**src/rtl/swarb.sv**
```systemverilog
// swarb: per-output-port switch arbiter.
//
// Grants one output port to one of PORT_N input channels. Selection is
// round-robin from a rotating pointer. The grant is held for the whole packet
// until the owning channel signals its tail flit. A packet counter and a
// stuck-owner watchdog are provided for debug.
//
// Ports:
//   clk        clock
//   rst        synchronous reset, active-high
//   req_i      per-channel request
//   port_i     per-channel requested output index, slice k = channel k
//   tail_i     per-channel tail/headtail flit transfer this cycle
//   dst_rdy_i  downstream buffer of this output can accept a flit
//   grt_o      one-hot grant (registered)
//   busy_o     output currently owned
//   owner_o    index of current or last owner
//   pkt_cnt_o  packets granted since reset, wraps
//   err_o      sticky watchdog error
module swarb #(
    parameter int unsigned PORT_N   = 5,
    parameter int unsigned PORT_W   = 3,
    parameter int unsigned OUTID    = 0,
    parameter int unsigned HOLD_MAX = 256
) (
    input  logic                     clk,
    input  logic                     rst,
    input  logic [PORT_N-1:0]        req_i,
    input  logic [PORT_N*PORT_W-1:0] port_i,
    input  logic [PORT_N-1:0]        tail_i,
    input  logic                     dst_rdy_i,
    output logic [PORT_N-1:0]        grt_o,
    output logic                     busy_o,
    output logic [PORT_W-1:0]        owner_o,
    output logic [15:0]              pkt_cnt_o,
    output logic                     err_o
);

    localparam logic [0:0] ST_IDLE = 1'b0;
    localparam logic [0:0] ST_HOLD = 1'b1;
    localparam int unsigned CNT_W = $clog2(HOLD_MAX + 1);

    logic [0:0]        state_q, state_d;
    logic [PORT_N-1:0] grt_q, grt_d;
    logic [PORT_W-1:0] owner_q, owner_d;
    logic [PORT_W-1:0] ptr_q, ptr_d;
    logic [15:0]       pkt_cnt_q, pkt_cnt_d;
    logic [CNT_W-1:0]  hold_cnt_q, hold_cnt_d;
    logic              err_q, err_d;

    logic [PORT_N-1:0] elig;
    logic              win_vld;
    logic [PORT_W-1:0] win;
    logic              owner_tail;

    always_comb begin
        for (int k = 0; k < int'(PORT_N); k++) begin
            elig[k] = req_i[k] && (port_i[k*PORT_W +: PORT_W] == PORT_W'(OUTID));
        end
    end

    // First eligible channel searching ptr, ptr+1, ... with wrap.
    always_comb begin
        int unsigned idx;
        idx     = 0;
        win_vld = 1'b0;
        win     = '0;
        for (int i = 0; i < int'(PORT_N); i++) begin
            idx = (32'(ptr_q) + 32'(i)) % PORT_N;
            if (!win_vld && elig[idx]) begin
                win_vld = 1'b1;
                win     = PORT_W'(idx);
            end
        end
    end

    assign owner_tail = tail_i[owner_q];

    always_comb begin
        state_d    = state_q;
        grt_d      = grt_q;
        owner_d    = owner_q;
        ptr_d      = ptr_q;
        pkt_cnt_d  = pkt_cnt_q;
        hold_cnt_d = hold_cnt_q;
        err_d      = err_q;
        case (state_q)
            ST_IDLE: begin
                grt_d = '0;
                if (win_vld && dst_rdy_i) begin
                    state_d    = ST_HOLD;
                    grt_d[win] = 1'b1;
                    owner_d    = win;
                    ptr_d      = (win == PORT_W'(PORT_N - 1)) ? '0 : win + PORT_W'(1);
                    pkt_cnt_d  = pkt_cnt_q + 16'd1;
                    hold_cnt_d = '0;
                end
            end
            ST_HOLD: begin
                // Grant is tied to the channel; req_i, port_i and dst_rdy_i are ignored here.
                if (owner_tail) begin
                    state_d = ST_IDLE;
                    grt_d   = '0;
                end else if (hold_cnt_q != CNT_W'(HOLD_MAX)) begin
                    hold_cnt_d = hold_cnt_q + CNT_W'(1);
                    if (hold_cnt_q == CNT_W'(HOLD_MAX - 1)) begin
                        err_d = 1'b1;
                    end
                end
            end
            default: begin
                state_d = ST_IDLE;
                grt_d   = '0;
            end
        endcase
    end

    always_ff @(posedge clk) begin
        if (rst) begin
            state_q    <= ST_IDLE;
            grt_q      <= '0;
            owner_q    <= '0;
            ptr_q      <= '0;
            pkt_cnt_q  <= '0;
            hold_cnt_q <= '0;
            err_q      <= 1'b0;
        end else begin
            state_q    <= state_d;
            grt_q      <= grt_d;
            owner_q    <= owner_d;
            ptr_q      <= ptr_d;
            pkt_cnt_q  <= pkt_cnt_d;
            hold_cnt_q <= hold_cnt_d;
            err_q      <= err_d;
        end
    end

    assign grt_o     = grt_q;
    assign busy_o    = (state_q == ST_HOLD);
    assign owner_o   = owner_q;
    assign pkt_cnt_o = pkt_cnt_q;
    assign err_o     = err_q;

endmodule
```
**config.mk**
```make
export PLATFORM = sky130hd
export DESIGN_NAME = swarb
export DESIGN_NICKNAME = d
export VERILOG_FILES = /design/src/rtl/swarb.sv
export SDC_FILE = /design/constraint.sdc
export NUM_CORES = 1
export LEC_CHECK = 0
export BUFFER_PORTS_ARGS = -buffer_cell sky130_fd_sc_hd__buf_2
export CORE_ASPECT_RATIO = 0.6
export CORE_MARGIN = 1
export CORE_UTILIZATION = 53
export DETAILED_ROUTE_END_ITERATION = 6
export PLACE_DENSITY = 0.82
export SYNTH_ARGS = -nofsm -noshare
export SYNTH_HDL_FRONTEND = slang
export SYNTH_SLANG_ARGS = --single-unit
```
**constraint.sdc**
```tcl
create_clock -name clk -period 4.29 [get_ports clk]
set_clock_uncertainty 0.15 [all_clocks]
set_input_delay 0.429 -clock clk [delete_from_list [all_inputs] [get_ports clk]]
set_output_delay 0.429 -clock clk [all_outputs]
set_load 0.01 [all_outputs]
```
; Word level (Yosys, flattened, before mapping)
; Index checks and enable logic that the tools add are counted.
; W data, S select, Z words.
[word_totals]
regBits = 38
inputBits = 28
out_inout_bits = 26
elab_cells = 94
[op_classes]
n_addsub = 7
div_mod_pow = 5
order_cmp = 8
eq_ne = 7
n_mux = 35
n_bitwise = 2
n_reduce_logical = 23
[ops]
columns = op, count
row1 = $lt A32 B4 Y1 const B, 5
row2 = $mod A32 B3 Y32 const B, 4
row3 = $mod A3 B3 Y32 const B, 1
row4 = $mux W9, 3
row5 = $bmux W1 S3, 6
row6 = $mux W3, 6
row7 = $pmux W9 S2, 1
row8 = $add A16 B1 Y16 const B, 1
row9 = $logic_not A3 Y1, 5
row10 = $mux W1, 14
row11 = $logic_and A1 B1 Y1, 11
row12 = $mux W5, 2
row13 = $pmux W5 S2, 1
row14 = $add A9 B1 Y9 const B, 1
row15 = $eq A9 B8 Y1 const B, 1
row16 = $ne A9 B9 Y1 const B, 1
row17 = $add A3 B2 Y4 const B, 2
row18 = $lt A3 B4 Y1 const B, 2
row19 = $add A3 B1 Y4 const B, 1
row20 = $add A3 B3 Y4 const B, 1
row21 = $logic_not A1 Y1, 4
row22 = $ne A2 B1 Y1 const B, 2
row23 = $ne A2 B2 Y1 const B, 2
row24 = $reduce_and A4 Y1, 1
row25 = other kinds (8), 9

; Longest topological paths before layout
[depth]
word_depth = 23
depth_mapped = 23

; Worst setup path after synthesis
; OpenSTA, ideal clock, no wires.
[synth_timing]
path_kind = register to register
from = reg ptr_q[0]
to = reg ptr_q[2]
arrival_ns = 4.509
slack_ns = -0.448
path_stages_with_launch = 23
n_path_buf = 1
cell_sequence = dfxtp_1 -> buf_2 -> clkinv_1 -> ha_1 -> inv_1 -> ha_1 -> nor2_1 -> a21oi_2 -> xnor2_4 -> ha_1 -> nand2b_1 -> nand3_1 -> o221ai_2 -> nor3b_1 -> o211ai_2 -> nand4b_2 -> o2111a_1 -> a2bb2oi_2 -> inv_1 -> ha_1 -> nor2_1 -> mux2i_1 -> a211oi_2
[synth_via]
elab_chain_len = 18
word_cells_on_any_way = 42
[synth_rtl]
columns = element, line_no
row1 = start: declaration, 46  ; logic [PORT_W-1:0] ptr_q, ptr_d;
row2 = start signal: assignment, 131  ; ptr_q <= ptr_d;
row3 = "parallel branches: the longest is 15 deep, another holds $mod A32 B3 Y32", n/a
row4 = $mux W3 *, 70  ; if (!win_vld && elig[idx]) begin
row5 = named net win[1], 53  ; logic [PORT_W-1:0] win;
row6 = $add A3 B1 Y3 / $eq A3 B3 Y1 (equally long branches), 94  ; ptr_d = (win == PORT_W'(PORT_N - 1)) ? '0 : win + PORT_W'(1);
row7 = $mux W3 *, 94
; Mark *: on every way through the listed nets, which the timed path passes. The select of a mux whose other input is x is not followed.
; A chain may end at the register's enable or synchronous reset.

; Worst setup path after layout
[layout_timing]
from = reg ptr_q[0]
to = reg grt_q[0], in the netlist grt_o[0]
[layout_via]
elab_chain_len = 22
word_cells_on_any_way = 45
[layout_rtl]
columns = element, line_no
row1 = "parallel branches: the longest is 20 deep, another holds $mod A32 B3 Y32", n/a
row2 = $mux W5 *, 90  ; if (win_vld && dst_rdy_i) begin
row3 = $pmux W5 S2 *, 87  ; case (state_q)
row4 = end signal: assignment, 129  ; grt_q <= grt_d;
row5 = end: declaration, 44  ; logic [PORT_N-1:0] grt_q, grt_d;
; Mark *: on every way between the ends. The select of a mux whose other input is x is not followed.

==> run_summary.xml <==
<?xml version="1.0" encoding="UTF-8"?>
<metrics>
  <group name="pwr">
    <metric name="worst_ir_drop_vdd" unit="uV">334</metric>
    <metric name="leakage" unit="uW">0.00178</metric>
    <metric name="comb_power_share" unit="%">70.4</metric>
    <metric name="pwr-share-seq" unit="%">15.7</metric>
    <metric name="power.switching_fraction" unit="%">44.9</metric>
    <metric name="internal_power_of_the_cells" unit="uW">1480</metric>
    <metric name="share_clk_of_total_power" unit="%">13.9</metric>
    <metric name="switching_power" unit="uW">1210</metric>
    <metric name="power-per-cell-area" unit="nW/um2">599</metric>
  </group>
  <group name="yosys">
    <metric name="synth_sequential_area_ratio" unit="%">21.5</metric>
    <metric name="synthFlopType" unit="">dfxtp_1</metric>
    <metric name="synth_fp_nets" unit="">499</metric>
    <metric name="synth.largest_area_cell" unit="">dfxtp_1</metric>
    <metric name="yosysWarnings" unit="">0</metric>
    <metric name="synth_top_cells_by_area" unit="">dfxtp_1, ha_1, nor2_1</metric>
    <metric name="synth_top_area_share" unit="%">21.5</metric>
    <metric name="synth_area" unit="um2">3540</metric>
    <metric name="postSynthCellCount" unit="">444</metric>
    <metric name="synth_cell_types" unit="">80</metric>
    <metric name="async_reset_ff_share" unit="%">0</metric>
    <metric name="synth_enable_flop_cells" unit="">0</metric>
    <metric name="synth.ff_latch_count" unit="">38</metric>
    <metric name="syn-mean-instance-area" unit="um2">7.98</metric>
  </group>
  <group name="drt">
    <metric name="vias" unit="">3754</metric>
    <metric name="drtAntennaViolNets" unit="">0</metric>
    <metric name="remaining_routing_drc_violations" unit="">0</metric>
    <metric name="mean_routed_wirelength_per_cell" unit="um">16.7</metric>
    <metric name="finalWirelength" unit="um">10200</metric>
    <metric name="detailedRoute.firstPassIterationCount" unit="">5</metric>
    <metric name="vias_per_cell" unit="">6.17</metric>
    <metric name="initialDrtViolationCount" unit="">349</metric>
  </group>
  <group name="setup_path">
    <metric name="cp_common_cell" unit="">buf_6</metric>
    <metric name="worstRegToRegCells" unit="">21</metric>
    <metric name="slowest_stage" unit="">dfxtp_2</metric>
    <metric name="critical_path_cell_count" unit="">21</metric>
    <metric name="worstSetupEndpointType" unit="">flip-flop</metric>
    <metric name="critical_path.cell_chain" unit="">clkinv_4 &gt; ha_2 &gt; xnor2_2 &gt; inv_2 &gt; ha_4 &gt; nor2_4 &gt; a21oi_4 &gt; xnor2_4 &gt; ha_1 &gt; nand2b_4 &gt; nand3_2 &gt; o221ai_4 &gt; buf_6 &gt; nand2_1 &gt; o311ai_4 &gt; buf_6 &gt; nand4_4 &gt; o2111a_1 &gt; a211oi_4 &gt; nor3_1 &gt; a32o_1</metric>
    <metric name="timing.critical_path.buf_inv" unit="">4</metric>
    <metric name="criticalPathCategory" unit="">reg -&gt; reg</metric>
    <metric name="cp_data_required_time" unit="ns">4.34</metric>
    <metric name="reg2reg_slack" unit="ns">0.20</metric>
    <metric name="cell_class_contributing_the_biggest_share_of_worst_path_delay" unit="">compound AO/OA/AOI/OAI gates</metric>
    <metric name="worstPathMaxFanout" unit="">7</metric>
    <metric name="cp.arrival" unit="ns">4.14</metric>
    <metric name="critPathMaxStageDelay" unit="ns">0.36</metric>
    <metric name="crit_path_start_kind" unit="">flip-flop</metric>
  </group>
  <group name="global_route">
    <metric name="track_usage" unit="%">29.9</metric>
    <metric name="grt_pass1_wl" unit="um">16500</metric>
    <metric name="grt_start_max_net_pins" unit="">33</metric>
    <metric name="initial_antenna_violation_count" unit="">0</metric>
    <metric name="grt_overflow_total" unit="">0</metric>
    <metric name="grt_pass1_vias" unit="">3315</metric>
  </group>
  <group name="cells_and_area">
    <metric name="mostFrequentLayoutCell" unit="">buf_2</metric>
    <metric name="fillers" unit="">469</metric>
    <metric name="n_antenna_cell" unit="">0</metric>
    <metric name="nets" unit="">578</metric>
    <metric name="layoutNonFillerInstCount" unit="">608</metric>
    <metric name="post_route_cells_drive_above_1_share" unit="%">31.5</metric>
    <metric name="area_growth" unit="%">26.8</metric>
    <metric name="commonest_non_fill_non_tap_cells_in_the_layout" unit="">buf_2, nor2_1, nand2_1</metric>
  </group>
  <group name="die">
    <metric name="floorplan.die.height" unit="um">65.3</metric>
    <metric name="die_w" unit="um">108</metric>
    <metric name="floorplan.initialDensity" unit="%">56.5</metric>
    <metric name="floorplan_core_area" unit="um2">6280</metric>
    <metric name="ios" unit="">54</metric>
    <metric name="die_area" unit="um2">7030</metric>
    <metric name="rows" unit="">22</metric>
  </group>
  <group name="job">
    <metric name="max_capacitance_violation_count" unit="">0</metric>
  </group>
  <group name="cts">
    <metric name="clock_slew_at_the_register_clock_pins_of_the_worst_setup_and_hold_paths" unit="ns">0.08</metric>
    <metric name="clock_tree.htree_level_count" unit="">2</metric>
    <metric name="numClockSinks" unit="">38</metric>
    <metric name="ctsRootBufferMaster" unit="">clkbuf_8</metric>
    <metric name="cts_inserted_buffers" unit="">5</metric>
    <metric name="postCtsHoldBufs" unit="">0</metric>
    <metric name="clock_tree_from_tritoncts" unit="">done</metric>
    <metric name="clock_tree.buffer_depth" unit="">2</metric>
    <metric name="insertion_delay" unit="ns">0.30</metric>
  </group>
  <group name="timing">
    <metric name="timing.final.max_slew_violations" unit="">0</metric>
    <metric name="hold_viol_final" unit="">0</metric>
    <metric name="setup_viol_count_final" unit="">0</metric>
    <metric name="layout_worst_path_cycle_share" unit="%">95.3</metric>
    <metric name="layout_min_cycle_time" unit="ns">4.09</metric>
    <metric name="rsz0062_at_grt" unit="">false</metric>
    <metric name="timing.slew.headroom" unit="%">24.1</metric>
    <metric name="max_freq" unit="GHz">0.245</metric>
    <metric name="worst_slew_pin_slew" unit="ns">1.12</metric>
    <metric name="timing.setup.tns" unit="ns">0</metric>
  </group>
  <group name="placement">
    <metric name="port_buf_inserts" unit="">53</metric>
    <metric name="numPlacedInstances" unit="">587</metric>
    <metric name="gp_congestion" unit="">0.907</metric>
    <metric name="post-dp-hpwl" unit="um">7510</metric>
  </group>
  <group name="min_path">
    <metric name="hold_path_depth" unit="">2</metric>
    <metric name="hold_path_class" unit="">reg -&gt; reg</metric>
  </group>
  <group name="run_status">
    <metric name="run_status" unit="">completed</metric>
  </group>
</metrics>
per-layer routing:
| layer | wire length [um] | vias up | global-route usage (%) |
|---|---|---|---|
| met3 | 1080 | 14 | 8.13 |
| met2 | 4310 | 192 | 44.2 |
| met1 | 4690 | 1746 | 42.7 |
| li1 | - | 1802 | - |
| met5 | 0 | - | 0 |
| met4 | 99 | 0 | 6.85 |
metrics by stage:
stage | hold WS, ns | power (uW) | utilization (%) | setup slack [ns] | area (um2)
5_1_grt | 0.325 | 2860 | 71.6 | 0.000982 | 4490
6_report | 0.311 | 2690 | 71.6 | 0.202 | 4490
3_3_place_gp | 0.298 | 1860 | 64.7 | 0.0280 | 4060
4_1_cts | 0.313 | 2460 | 68.8 | 0.00163 | 4320
2_1_floorplan | 0.327 | 1540 | - | 0.00284 | 3580
3_5_place_dp | 0.302 | 1920 | 64.7 | -0.194 | 4060
state kept, by name, indices dropped and copies added, names as in the netlist:
signal	flops
pkt_cnt_o	16
hold_cnt_q	9
grt_o	5
owner_o	3
ptr_q	3
busy_o	1
err_o	1
cell type report:
| type | instances | area [um2] | area share, % |
|---|---|---|---|
| Sequential cell | 38 | 763 | 17.0 |
| Tap cell | 84 | 105 | 2.34 |
| Timing Repair Buffer | 95 | 592 | 13.2 |
| Clock buffer | 5 | 68.8 | 1.53 |
| Multi-Input combinational cell | 362 | 2810 | 62.5 |
| Clock inverter | 3 | 68.8 | 1.53 |
| Inverter | 21 | 86.3 | 1.92 |
worst paths after layout:
check / from / endpoint
min: grt_o[4] / grt_o[4]
max: ptr_q[0] / grt_o[0]
max reg2reg: ptr_q[0] / grt_o[0]
min reg2reg: grt_o[4] / grt_o[4]
cell usage after synthesis, types with 6 or more instances:
master and count:
nor3_1 16, nand2_1 41, inv_1 19, a21oi_1 28
nor2_1 49, o21ai_0 14, ha_1 26, nand2b_1 11
mux2i_1 11, clkbuf_1 13, o21a_1 6, a211oi_1 6
nor4_1 6, dfxtp_1 38, xnor2_1 21, nand3_1 14
buf_2 7
what timing repair did:
| item | in CTS | in global routing |
|---|---|---|
| gates resized for setup | 11 | 33 |
| buffers inserted | 6 | 7 |
| pin swaps | 6 | 12 |
| endpoints found under the setup margin | 7 | 33 |
cells by family after synthesis:
family / synth area share, %
XOR/XNOR: 7.66
AND/OR/NAND/NOR: 26.3
buffers and inverters: 5.15
multiplexers: 5.01
adder cells (fa/ha/maj): 9.74
AO/OA/AOI/OAI: 24.7
flip-flops: 21.5
worst min-delay path, cell delays in order (launching register included):
cell	delay [ns]
dfxtp_1	0.32
nand2_1	0.05
a21oi_1	0.05
power by group through the flow:
stage,combinational (uW),clock (uW),sequential (uW)
4_1_cts,1660,377,421
5_1_grt,2030,399,427
2_1_floorplan,1100,0,442
3_3_place_gp,1430,0,428
3_5_place_dp,1490,0,429
6_report,1900,374,423
Note: power is estimated with default switching activity, not from simulation.
